$ cat config.mk
export PLATFORM = sky130hd
export DESIGN_NAME = wb_proj_mux
export DESIGN_NICKNAME = d
export VERILOG_FILES = /design/src/rtl/wb_proj_mux_pkg.sv /design/src/rtl/wb_proj_mux_csr.sv /design/src/rtl/wb_proj_mux.sv
export SDC_FILE = /design/constraint.sdc
export NUM_CORES = 1
export LEC_CHECK = 0
export ABC_AREA = 1
export CAP_MARGIN = 20
export CORE_AREA = 8 8 185 117
export DETAILED_ROUTE_END_ITERATION = 8
export DIE_AREA = 0 0 193 125
export GPL_ROUTABILITY_DRIVEN = 1
export PLACE_DENSITY = 0.81
export SYNTH_ARGS = -nofsm -noshare
export SYNTH_HDL_FRONTEND = slang
export SYNTH_HIERARCHICAL = 1
export SYNTH_SLANG_ARGS = --single-unit
$ cat constraint.sdc
create_clock -name wb_clk_i -period 3.9 [get_ports wb_clk_i]
set_input_delay 0.78 -clock wb_clk_i [delete_from_list [all_inputs] [get_ports wb_clk_i]]
set_output_delay 0.78 -clock wb_clk_i [all_outputs]
set_load 0.02 [all_outputs]
$ cat src/rtl/wb_proj_mux_pkg.sv
// ----------------------------------------------------------------------------
// wb_proj_mux_pkg
// Shared definitions for the Wishbone project multiplexer:
//   - FSM state encoding (IDLE / BUSY / RESP)
//   - CSR word offsets inside slot 0
//   - STATUS register bit positions
//   - address field positions for region and slot decode
//   - byte_merge(): applies Wishbone byte selects to a register image
// ----------------------------------------------------------------------------
package wb_proj_mux_pkg;

  typedef logic [1:0] fsm_state_t;

  localparam fsm_state_t ST_IDLE = 2'd0;
  localparam fsm_state_t ST_BUSY = 2'd1;
  localparam fsm_state_t ST_RESP = 2'd2;

  // CSR byte offsets within slot 0 (adr[19:0])
  localparam logic [19:0] CSR_PROJ_EN  = 20'h0_0000;
  localparam logic [19:0] CSR_PROJ_RST = 20'h0_0004;
  localparam logic [19:0] CSR_STATUS   = 20'h0_0008;
  localparam logic [19:0] CSR_ID       = 20'h0_000C;

  // STATUS layout
  localparam int STS_TIMEOUT_BIT  = 0;
  localparam int STS_SLOT_LSB     = 4;
  localparam int STS_SLOT_MSB     = 7;
  localparam int STS_UNMAPPED_BIT = 8;

  // Address fields
  localparam int REGION_MSB = 31;
  localparam int REGION_LSB = 24;
  localparam int SLOT_MSB   = 23;
  localparam int SLOT_LSB   = 20;

  localparam logic [3:0] CSR_SLOT = 4'd0;

  function automatic logic [31:0] byte_merge(input logic [31:0] old_w,
                                             input logic [31:0] new_w,
                                             input logic [3:0]  sel);
    logic [31:0] merged;
    for (int b = 0; b < 4; b++) begin
      merged[8*b +: 8] = sel[b] ? new_w[8*b +: 8] : old_w[8*b +: 8];
    end
    return merged;
  endfunction

endpackage

$ cat src/rtl/wb_proj_mux_csr.sv
// ----------------------------------------------------------------------------
// wb_proj_mux_csr
// Local CSR bank of the project multiplexer (slot 0).
//   0x0 PROJ_EN  RW  per-project enable, reset 0
//   0x4 PROJ_RST RW  per-project soft reset, reset all ones
//   0x8 STATUS   bit0 sticky timeout (W1C), bits[7:4] slot of last timeout,
//                bit8 sticky unmapped access (W1C)
//   0xC ID       RO  ID_WORD
// Writes honour byte selects; undefined offsets read 0.
// Build option: WB_PROJ_MUX_IRQ_EN drives err_irq = STATUS bit0 | bit8,
// otherwise err_irq is tied low.
// Ports:
//   clk, rst          clock, asynchronous active-high reset
//   wr_en             one-cycle write strobe for the addressed CSR
//   off, wdat, sel    CSR offset, write data, byte selects
//   set_timeout       set STATUS bit0 and record timeout_slot
//   set_unmapped      set STATUS bit8
//   proj_en, proj_rst register contents
//   rdata             combinational read data for off
//   err_irq           error interrupt level
// ----------------------------------------------------------------------------
module wb_proj_mux_csr
  import wb_proj_mux_pkg::*;
#(
  parameter int          NUM_PROJ = 4,
  parameter logic [31:0] ID_WORD  = 32'h1C5C_0001
) (
  input  logic                clk,
  input  logic                rst,
  input  logic                wr_en,
  input  logic [19:0]         off,
  input  logic [31:0]         wdat,
  input  logic [3:0]          sel,
  input  logic                set_timeout,
  input  logic [3:0]          timeout_slot,
  input  logic                set_unmapped,
  output logic [NUM_PROJ-1:0] proj_en,
  output logic [NUM_PROJ-1:0] proj_rst,
  output logic [31:0]         rdata,
  output logic                err_irq
);

  logic        sts_timeout;
  logic        sts_unmapped;
  logic [3:0]  sts_slot;
  logic [31:0] en_merged;
  logic [31:0] rst_merged;
  logic [31:0] sts_word;
  logic        unused_bits;

  assign en_merged  = byte_merge(32'(proj_en),  wdat, sel);
  assign rst_merged = byte_merge(32'(proj_rst), wdat, sel);

  // Only the low NUM_PROJ bits of the merged images are storage.
  assign unused_bits = ^{wdat, en_merged, rst_merged};

  always_comb begin
    sts_word = '0;
    sts_word[STS_TIMEOUT_BIT]             = sts_timeout;
    sts_word[STS_SLOT_MSB:STS_SLOT_LSB]   = sts_slot;
    sts_word[STS_UNMAPPED_BIT]            = sts_unmapped;
  end

  always_ff @(posedge clk or posedge rst) begin
    if (rst) begin
      proj_en      <= '0;
      proj_rst     <= '1;
      sts_timeout  <= 1'b0;
      sts_unmapped <= 1'b0;
      sts_slot     <= 4'd0;
    end else begin
      if (wr_en && off == CSR_PROJ_EN)  proj_en  <= en_merged[NUM_PROJ-1:0];
      if (wr_en && off == CSR_PROJ_RST) proj_rst <= rst_merged[NUM_PROJ-1:0];
      // Hardware set and software clear never coincide: CSR writes only
      // happen in IDLE, timeouts only in BUSY.
      if (set_timeout) begin
        sts_timeout <= 1'b1;
        sts_slot    <= timeout_slot;
      end else if (wr_en && off == CSR_STATUS && sel[0] && wdat[STS_TIMEOUT_BIT]) begin
        sts_timeout <= 1'b0;
      end
      if (set_unmapped) begin
        sts_unmapped <= 1'b1;
      end else if (wr_en && off == CSR_STATUS && sel[1] && wdat[STS_UNMAPPED_BIT]) begin
        sts_unmapped <= 1'b0;
      end
    end
  end

  always_comb begin
    rdata = '0;
    case (off)
      CSR_PROJ_EN:  rdata = 32'(proj_en);
      CSR_PROJ_RST: rdata = 32'(proj_rst);
      CSR_STATUS:   rdata = sts_word;
      CSR_ID:       rdata = ID_WORD;
      default:      rdata = '0;
    endcase
  end

`ifdef WB_PROJ_MUX_IRQ_EN
  assign err_irq = sts_timeout | sts_unmapped;
`else
  assign err_irq = 1'b0;
`endif

endmodule

$ cat src/rtl/wb_proj_mux.sv
// ----------------------------------------------------------------------------
// wb_proj_mux
// Wishbone slave fabric between the SoC bus and NUM_PROJ user projects.
// adr[31:24]==REGION selects this block; adr[23:20] is the slot:
// slot 0 = CSR bank, slot s (1..NUM_PROJ) = project s-1, anything else is
// unmapped and answered with ERR_WORD. A project that does not ack within
// TIMEOUT_CYC cycles is cut off and answered with ERR_WORD.
// Build option: WB_PROJ_MUX_IRQ_EN enables err_irq_o (see CSR bank).
// Ports:
//   wb_clk_i, wb_rst_i            clock, asynchronous active-high reset
//   wbs_cyc_i/stb_i/we_i/sel_i    SoC slave controls
//   wbs_adr_i, wbs_dat_i          address, write data
//   wbs_ack_o, wbs_dat_o          single-cycle ack, registered read data
//   prj_cyc_o, prj_stb_o          per-project gated cyc/stb
//   prj_we_o/sel_o/adr_o/dat_o    shared request fields to all projects
//   prj_ack_i, prj_dat_i          per-project ack, flattened read data
//   prj_rst_o                     per-project reset
//   err_irq_o                     error interrupt
// ----------------------------------------------------------------------------
module wb_proj_mux
  import wb_proj_mux_pkg::*;
#(
  parameter int          NUM_PROJ    = 4,
  parameter logic [7:0]  REGION      = 8'h30,
  parameter int          TIMEOUT_CYC = 255,
  parameter logic [31:0] ERR_WORD    = 32'hDEAD_BEEF,
  parameter logic [31:0] ID_WORD     = 32'h1C5C_0001
) (
  input  logic                     wb_clk_i,
  input  logic                     wb_rst_i,
  input  logic                     wbs_cyc_i,
  input  logic                     wbs_stb_i,
  input  logic                     wbs_we_i,
  input  logic [3:0]               wbs_sel_i,
  input  logic [31:0]              wbs_adr_i,
  input  logic [31:0]              wbs_dat_i,
  output logic                     wbs_ack_o,
  output logic [31:0]              wbs_dat_o,
  output logic [NUM_PROJ-1:0]      prj_cyc_o,
  output logic [NUM_PROJ-1:0]      prj_stb_o,
  output logic                     prj_we_o,
  output logic [3:0]               prj_sel_o,
  output logic [19:0]              prj_adr_o,
  output logic [31:0]              prj_dat_o,
  input  logic [NUM_PROJ-1:0]      prj_ack_i,
  input  logic [32*NUM_PROJ-1:0]   prj_dat_i,
  output logic [NUM_PROJ-1:0]      prj_rst_o,
  output logic                     err_irq_o
);

  localparam logic [3:0]  LAST_SLOT = 4'(NUM_PROJ);
  localparam logic [15:0] TO_LIMIT  = 16'(TIMEOUT_CYC);

  fsm_state_t state;
  logic [15:0] to_cnt;
  logic [15:0] to_next;
  logic        to_hit;

  logic [3:0]  prj_p1;
  logic        we_p1;
  logic [3:0]  sel_p1;
  logic [19:0] adr_p1;
  logic [31:0] dat_p1;

  logic        stb_req;
  logic        region_hit;
  logic [3:0]  slot;
  logic [3:0]  slot_prj;
  logic        csr_hit;
  logic        prj_hit;
  logic        slot_en;
  logic        idle_req;

  logic [NUM_PROJ-1:0] proj_en;
  logic [NUM_PROJ-1:0] proj_rst;
  logic [31:0]         csr_rdata;
  logic                csr_wr;
  logic                set_timeout;
  logic                set_unmapped;

  logic                ack_p;
  logic [31:0]         dat_p;
  logic [NUM_PROJ-1:0] gate;

  // Request decode on the live bus
  assign stb_req    = wbs_cyc_i & wbs_stb_i;
  assign region_hit = (wbs_adr_i[REGION_MSB:REGION_LSB] == REGION);
  assign slot       = wbs_adr_i[SLOT_MSB:SLOT_LSB];
  assign slot_prj   = slot - 4'd1;
  assign csr_hit    = region_hit && (slot == CSR_SLOT);
  assign prj_hit    = region_hit && (slot != CSR_SLOT) && (slot <= LAST_SLOT);
  assign idle_req   = (state == ST_IDLE) && stb_req;

  always_comb begin
    slot_en = 1'b0;
    for (int i = 0; i < NUM_PROJ; i++) begin
      if (slot_prj == 4'(i)) slot_en = proj_en[i];
    end
  end

  assign csr_wr       = idle_req && csr_hit && wbs_we_i;
  assign set_unmapped = idle_req && !csr_hit && !prj_hit;

  // Selected project's ack and data during BUSY
  always_comb begin
    ack_p = 1'b0;
    dat_p = '0;
    gate  = '0;
    for (int i = 0; i < NUM_PROJ; i++) begin
      if (prj_p1 == 4'(i)) begin
        ack_p   = prj_ack_i[i];
        dat_p   = prj_dat_i[32*i +: 32];
        gate[i] = (state == ST_BUSY);
      end
    end
  end

  assign to_next     = to_cnt + 16'd1;
  assign to_hit      = (to_next == TO_LIMIT);
  assign set_timeout = (state == ST_BUSY) && wbs_cyc_i && !ack_p && to_hit;

  wb_proj_mux_csr #(
    .NUM_PROJ (NUM_PROJ),
    .ID_WORD  (ID_WORD)
  ) u_csr (
    .clk          (wb_clk_i),
    .rst          (wb_rst_i),
    .wr_en        (csr_wr),
    .off          (wbs_adr_i[19:0]),
    .wdat         (wbs_dat_i),
    .sel          (wbs_sel_i),
    .set_timeout  (set_timeout),
    .timeout_slot (prj_p1 + 4'd1),
    .set_unmapped (set_unmapped),
    .proj_en      (proj_en),
    .proj_rst     (proj_rst),
    .rdata        (csr_rdata),
    .err_irq      (err_irq_o)
  );

  // Stage p1: request fields captured at strobe, held for the project
  always_ff @(posedge wb_clk_i) begin
    if (idle_req) begin
      we_p1  <= wbs_we_i;
      sel_p1 <= wbs_sel_i;
      adr_p1 <= wbs_adr_i[19:0];
      dat_p1 <= wbs_dat_i;
    end
  end

  always_ff @(posedge wb_clk_i or posedge wb_rst_i) begin
    if (wb_rst_i) begin
      state     <= ST_IDLE;
      to_cnt    <= 16'd0;
      prj_p1    <= 4'd0;
      wbs_dat_o <= '0;
    end else begin
      case (state)
        ST_IDLE: begin
          if (stb_req) begin
            if (csr_hit) begin
              wbs_dat_o <= csr_rdata;
              state     <= ST_RESP;
            end else if (prj_hit && slot_en) begin
              prj_p1 <= slot_prj;
              to_cnt <= 16'd0;
              state  <= ST_BUSY;
            end else begin
              wbs_dat_o <= ERR_WORD;
              state     <= ST_RESP;
            end
          end
        end
        ST_BUSY: begin
          // Master abort beats everything; ack beats a same-cycle timeout.
          if (!wbs_cyc_i) begin
            to_cnt <= 16'd0;
            state  <= ST_IDLE;
          end else if (ack_p) begin
            wbs_dat_o <= dat_p;
            to_cnt    <= 16'd0;
            state     <= ST_RESP;
          end else if (to_hit) begin
            wbs_dat_o <= ERR_WORD;
            to_cnt    <= 16'd0;
            state     <= ST_RESP;
          end else begin
            to_cnt <= to_next;
          end
        end
        ST_RESP: state <= ST_IDLE;
        default: state <= ST_IDLE;
      endcase
    end
  end

  // Stage out: response and project-side drive
  assign wbs_ack_o = (state == ST_RESP);
  assign prj_cyc_o = gate;
  assign prj_stb_o = gate;
  assign prj_we_o  = we_p1;
  assign prj_sel_o = sel_p1;
  assign prj_adr_o = adr_p1;
  assign prj_dat_o = dat_p1;
  assign prj_rst_o = proj_rst | {NUM_PROJ{wb_rst_i}};

endmodule

# After elaboration in Yosys (flattened, before gate mapping)
# Index checks and enable logic that the tools add are counted.
dict set report word_totals {
  regBits 125
  latch_bits 0
  mem_bits_rw 0
  rom_bits 0
  input_bits 205
  output_inout_bits 103
  memories 0
}
dict set report op_classes {
  addsub 3
  mul 0
  div 0
  n_lt_le_gt_ge 1
  eq_ne 20
  shift 0
  n_mux 42
  n_bitwise 3
  reduce_logical 37
}
# op n
set op_table {}
lappend op_table {{two-way mux 32 bit} 10}
lappend op_table {{one-hot mux 29 bit (4 select lines)} 1}
lappend op_table {{two-way mux 16 bit} 6}
lappend op_table {{one-hot mux 32 bit (2 select lines)} 1}
lappend op_table {{== test 20 x 4 -> 1 bit, second input constant} 2}
lappend op_table {{one-hot mux 16 bit (2 select lines)} 1}
lappend op_table {{== test 20 x 3 -> 1 bit, second input constant} 1}
lappend op_table {{zero test 20 bit} 1}
lappend op_table {{logical AND 1 bit} 19}
lappend op_table {{adder 16 x 1 -> 16 bit, second input constant} 1}
lappend op_table {{== test 16 x 8 -> 1 bit, second input constant} 1}
lappend op_table {{== test 4 x 2 -> 1 bit, second input constant} 4}
lappend op_table {{two-way mux 1 bit} 16}
lappend op_table {{zero test 4 bit} 3}
lappend op_table {{two-way mux 2 bit} 6}
lappend op_table {{== test 4 x 1 -> 1 bit, second input constant} 2}
lappend op_table {{== test 8 x 6 -> 1 bit, second input constant} 1}
lappend op_table {{AND reduction 4 bit} 2}
lappend op_table {{!= test 2 bit, second input constant} 3}
lappend op_table {{!= test 3 bit, second input constant} 2}
lappend op_table {{AND reduction 2 bit} 3}
lappend op_table {{nonzero test 2 bit} 3}
lappend op_table {{AND reduction 5 bit} 1}
lappend op_table {{adder 4 x 1 -> 4 bit, second input constant} 1}
lappend op_table {{13 further kinds} 15}

# Depth between registers and ports, before layout
dict set report depth {
  ltp_word 11
  depth_mapped 15
  ltp_nobuf 14
}

# By module
# Netlist, hierarchy kept.
# mod n_inst cells_per_inst area_each_um2
set modules_own_cells {}
lappend modules_own_cells {wb_proj_mux 1 789 6159.7}
lappend modules_own_cells {wb_proj_mux_csr 1 142 1038.5}

# Least setup slack after synthesis
# Ideal clock, no wire load.
dict set report synth_path {
  kind {input to register}
  from {input wbs_stb_i}
  to {register prj_p1[0]}
  setup_time_ps 133
  arrival_time_ps 4232
  t_required_ps 3767
  setup_slack_ps -465
  path_stages 5
  cell_sequence {nand2_1 > nor2_1 > nand3_1 > nor2_1 > a21oi_1}
}
dict set report synth_between {
  elab_chain_len 2
}
# element line
set synth_rtl {}
lappend synth_rtl {{from (decl)} wb_proj_mux.sv:32} ;# input logic wbs_stb_i,
lappend synth_rtl {{bitwise AND 1 bit} wb_proj_mux.sv:86} ;# assign stb_req = wbs_cyc_i & wbs_stb_i;
lappend synth_rtl {{AND reduction 4 bit (no line)} --}
lappend synth_rtl {{to (signal assigned)} wb_proj_mux.sv:165} ;# prj_p1 <= slot_prj;
lappend synth_rtl {{to (decl)} wb_proj_mux.sv:59} ;# logic [3:0] prj_p1;
# No other way between the ends.
# A chain may end at the register's enable or synchronous reset.

# Worst setup path after layout
dict set report layout_path {
  from {register prj_p1[1]}
  to {output prj_cyc_o[1]}
}
dict set report layout_between {
  elab_chain_len 2
}
# element line
set layout_rtl {}
lappend layout_rtl {{== test 4 x 1 -> 1 bit} wb_proj_mux.sv:110} ;# if (prj_p1 == 4'(i)) begin
lappend layout_rtl {{two-way mux 1 bit} wb_proj_mux.sv:110}
lappend layout_rtl {{to (decl)} wb_proj_mux.sv:39} ;# output logic [NUM_PROJ-1:0] prj_cyc_o,
# No other way between the ends.

==> impl_metrics.csv <==
group,metric,value,unit
sta,whs,0.476,ns
critical_path,crit_family,"buffers and inverters",
power_and_ir_drop,vdd_drop_max,308,µV
critical_path,path_depth,5,
power_and_ir_drop,pwr-share-seq,40.2,%
logic_synthesis,synth_common_cells,"303 x nand2_1, 129 x nor2_1, 99 x nand3_1",
detailed_routing,totalWireLength,25700,µm
floorplanning,die_h,125,µm
floorplanning,die_x,193,µm
sta,hold_viol_final,0,
sta,setup_ws,0.712,ns
place,io_buffers,306,
detailed_routing,avgRoutedWirePerCell,17.3,µm
logic_synthesis,synth_top_area_share,23.8,%
clock_tree,clk_latency,0.42,ns
clock_tree,cts_setup_buffers,0,
floorplanning,coreArea,19200,µm²
critical_path,worstPathArrival,2.41,ns
floorplanning,start_util,37.5,%
logic_synthesis,ys_ff_latch,125,
critical_path,ff2ff_path_depth,16,
critical_path,critical_path_buf_inv_count,2,
clock_tree,htreeDepth,4,
power_and_ir_drop,p_int,2.81,mW
detailed_routing,drc,0,
logic_synthesis,synth-edff-count,57,
logic_synthesis,yosys-top-cells-area,"edfxtp_1 24%, dfrtp_1 22%, nand2_1 16%",
logic_synthesis,netlist_area,7200,µm²
floorplanning,rows,40,
sta,fmax,0.314,GHz
detailed_routing,num_vias,7109,
sta,post-route-min-period,3.19,ns
min_path,hold_path_class,"reg2reg",
sta,maxSlewViolCount,0,
min_path,worstHoldPathCells,2,
clock_tree,clk_pin_slew,0.06,ns
clock_tree,cts_tree,"done",
clock_tree,max-clock-path-buffers,2,
power_and_ir_drop,clockPowerShare,44.4,%
critical_path,critPathLaunchType,"flip-flop",
place,gp_congestion,0.895,
sta,fin_crit_sh,81.7,%
sta,fin_tns_setup,0,ns
detailed_routing,first_pass_iters,5,
power_and_ir_drop,p_total,3.70,mW
critical_path,cp.required,3.12,ns
sta,finalSetupViolations,0,
logic_synthesis,syn-instance-count,931,
logic_synthesis,synth_warnings,6,
floorplanning,pin_count,308,
logic_synthesis,synth.most_common_cell,"nand2_1",
place,post-place-ws,0.751,ns
layout,drive_gt1_share,6.16,%
clock_tree,clock_sinks,125,
global_routing,track_usage,21.2,%
critical_path,crit_fanout,14,
global_routing,antenna_found_initial,1,
place,post-dp-hpwl,20600,µm
sta,rsz0062_at_grt,"no",
clock_tree,postCtsHoldBufs,0,
critical_path,crit_path_top_delay_cell,"clkdlybuf4s50_1",
critical_path,worst-setup-path-type,"reg2out",
logic_synthesis,ys.flop_type,"dfrtp_1",
logic_synthesis,yosys.area.top_type,"edfxtp_1",
critical_path,crit_chain,"inv_1 -> ha_1 -> nand2_1 -> nor2_1 -> clkdlybuf4s50_1",
power_and_ir_drop,switchingPower,889,µW
sta,skew,0.0102,ns
clock_tree,post_cts_resized,0,
sta,maxSlewHeadroom,50.0,%
sta,tightest_slew,0.749,ns
layout,area_delta_synth_final,52.7,%
layout,fill_cells,1715,
detailed_routing,dr.first_iter.drc_count,580,
global_routing,grt_overflow_total,0,
power_and_ir_drop,swShare,24.0,%
clock_tree,cts-root-buf,"clkbuf_16",
logic_synthesis,ys_seq_area_share,47.5,%
global_routing,grt_max_degree,58,
global_routing,grt_pass1_wl,39400,µm
logic_synthesis,synth.distinct_cells,41,
status,status,"completed",
critical_path,cp_slowest_stage_delay,0.66,ns
layout,fin_nets,1436,
flow_run,drv_cap,0,
global_routing,first_global_vias,6949,
detailed_routing,drtAntennaViolNets,0,
logic_synthesis,synth.avg_cell_area,7.73,µm²
detailed_routing,viasPerCell,4.78,
logic_synthesis,async_flop_share,54.4,%
floorplanning,die-area,24100,µm²
critical_path,crit_path_end_kind,"output pin",
power_and_ir_drop,comb_power_share,15.4,%
power_and_ir_drop,p_leak,4.81,nW
clock_tree,cts_buffers,17,
power_and_ir_drop,powerDensity,337,nW/µm²
-- power by group through the flow --
stage | Sequential, mW | Combinational (mW) | Clock, mW
final | 1.49 | 0.570 | 1.64
after global routing | 1.49 | 0.611 | 1.73
after CTS | 1.49 | 0.576 | 1.67
after detailed placement | 1.51 | 0.574 | 0
after global placement | 1.51 | 0.567 | 0
after floorplan | 1.58 | 0.122 | 0
-- cells by family after synthesis --
logic type	count (synthesis)	share of synthesized area, %
XOR/XNOR	7	0.852
buffers and inverters	132	8.71
multiplexers	1	0.139
AND/OR/NAND/NOR	570	33.6
AO/OA/AOI/OAI	84	7.25
other	1	0.0521
adder cells (fa/ha/maj)	11	1.91
flip-flops	125	47.5
-- registers in the layout, indices dropped and copies added, names as in the netlist --
name / count
prj_dat_o: 32
u_csr/sts_slot: 4
prj_sel_o: 4
to_cnt: 16
prj_p1: 4
u_csr/sts_timeout: 1
prj_we_o: 1
prj_adr_o: 20
state: 2
u_csr/proj_rst: 4
u_csr/sts_unmapped: 1
wbs_dat_o: 32
u_csr/proj_en: 4
-- cells in the final DEF, fill, tap and decap left out, types with 7 or more instances in the layout --
cell type        Yosys  layout
nor2_1             129     128
clkdlybuf4s50_1      0     306
clkbuf_16            0      19
dfrtp_1             64      64
edfxtp_1            57      57
o211ai_1            31      31
ha_1                11      11
nand2_1            303     302
o21ai_0             35      35
buf_4               28      10
conb_1               1      17
inv_1               65      64
nand4_1              7       7
nand3_1             99      99
-- tightest hold or removal path: cells and delay by family, from the launching register on --
family        cells  cell delay [ns]
flops             1             0.35
simple gates      2             0.09
-- routing by layer --
| metal | wire length (µm) | vias up | global-route usage, % | share of wire (%) |
|---|---|---|---|---|
| met5 | 0 | - | 0 | 0 |
| met4 | 454 | 0 | 6.62 | 1.8 |
| met3 | 2110 | 34 | 5.50 | 8.2 |
| met2 | 12200 | 281 | 34.8 | 48 |
| met1 | 10900 | 3225 | 26.9 | 42 |
| li1 | - | 3569 | - | - |
-- through the flow --
| stage | area, µm² | std cells | utilization [%] |
|---|---|---|---|
| 2_1_floorplan | 7260 | 947 | - |
| 3_3_place_gp | 10400 | 1452 | 53.9 |
| 3_5_place_dp | 10400 | 1452 | 53.9 |
| 4_1_cts | 11000 | 1484 | 57.1 |
| 5_1_grt | 11000 | 1486 | 57.2 |
| 6_report | 11000 | 1486 | 57.2 |
-- cell type report --
cell class | instances | area (µm²) | share of cell area, %
Multi-Input combinational cell | 690 | 3220 | 29.3
Inverter | 69 | 260 | 2.37
Clock inverter | 11 | 128 | 1.16
Clock buffer | 21 | 493 | 4.49
Antenna cell | 1 | 2.50 | 0.0228
Sequential cell | 125 | 3420 | 31.1
Tap cell | 252 | 315 | 2.87
Timing Repair Buffer | 317 | 3150 | 28.7
-- final timing paths --
check,from,end,slack (ns)
worst max-delay path,prj_p1[1],prj_cyc_o[1],0.71
worst min-delay path,u_csr/sts_timeout,u_csr/sts_timeout,0.48
worst max register to register,prj_p1[1],wbs_dat_o[20],0.72
worst min register to register,u_csr/sts_timeout,u_csr/sts_timeout,0.48
max in group asynchronous,wb_rst_i,to_cnt[10],2.42
min in group asynchronous,wb_rst_i,u_csr/proj_en[1],0.85
(Power assumes the default switching activity.)
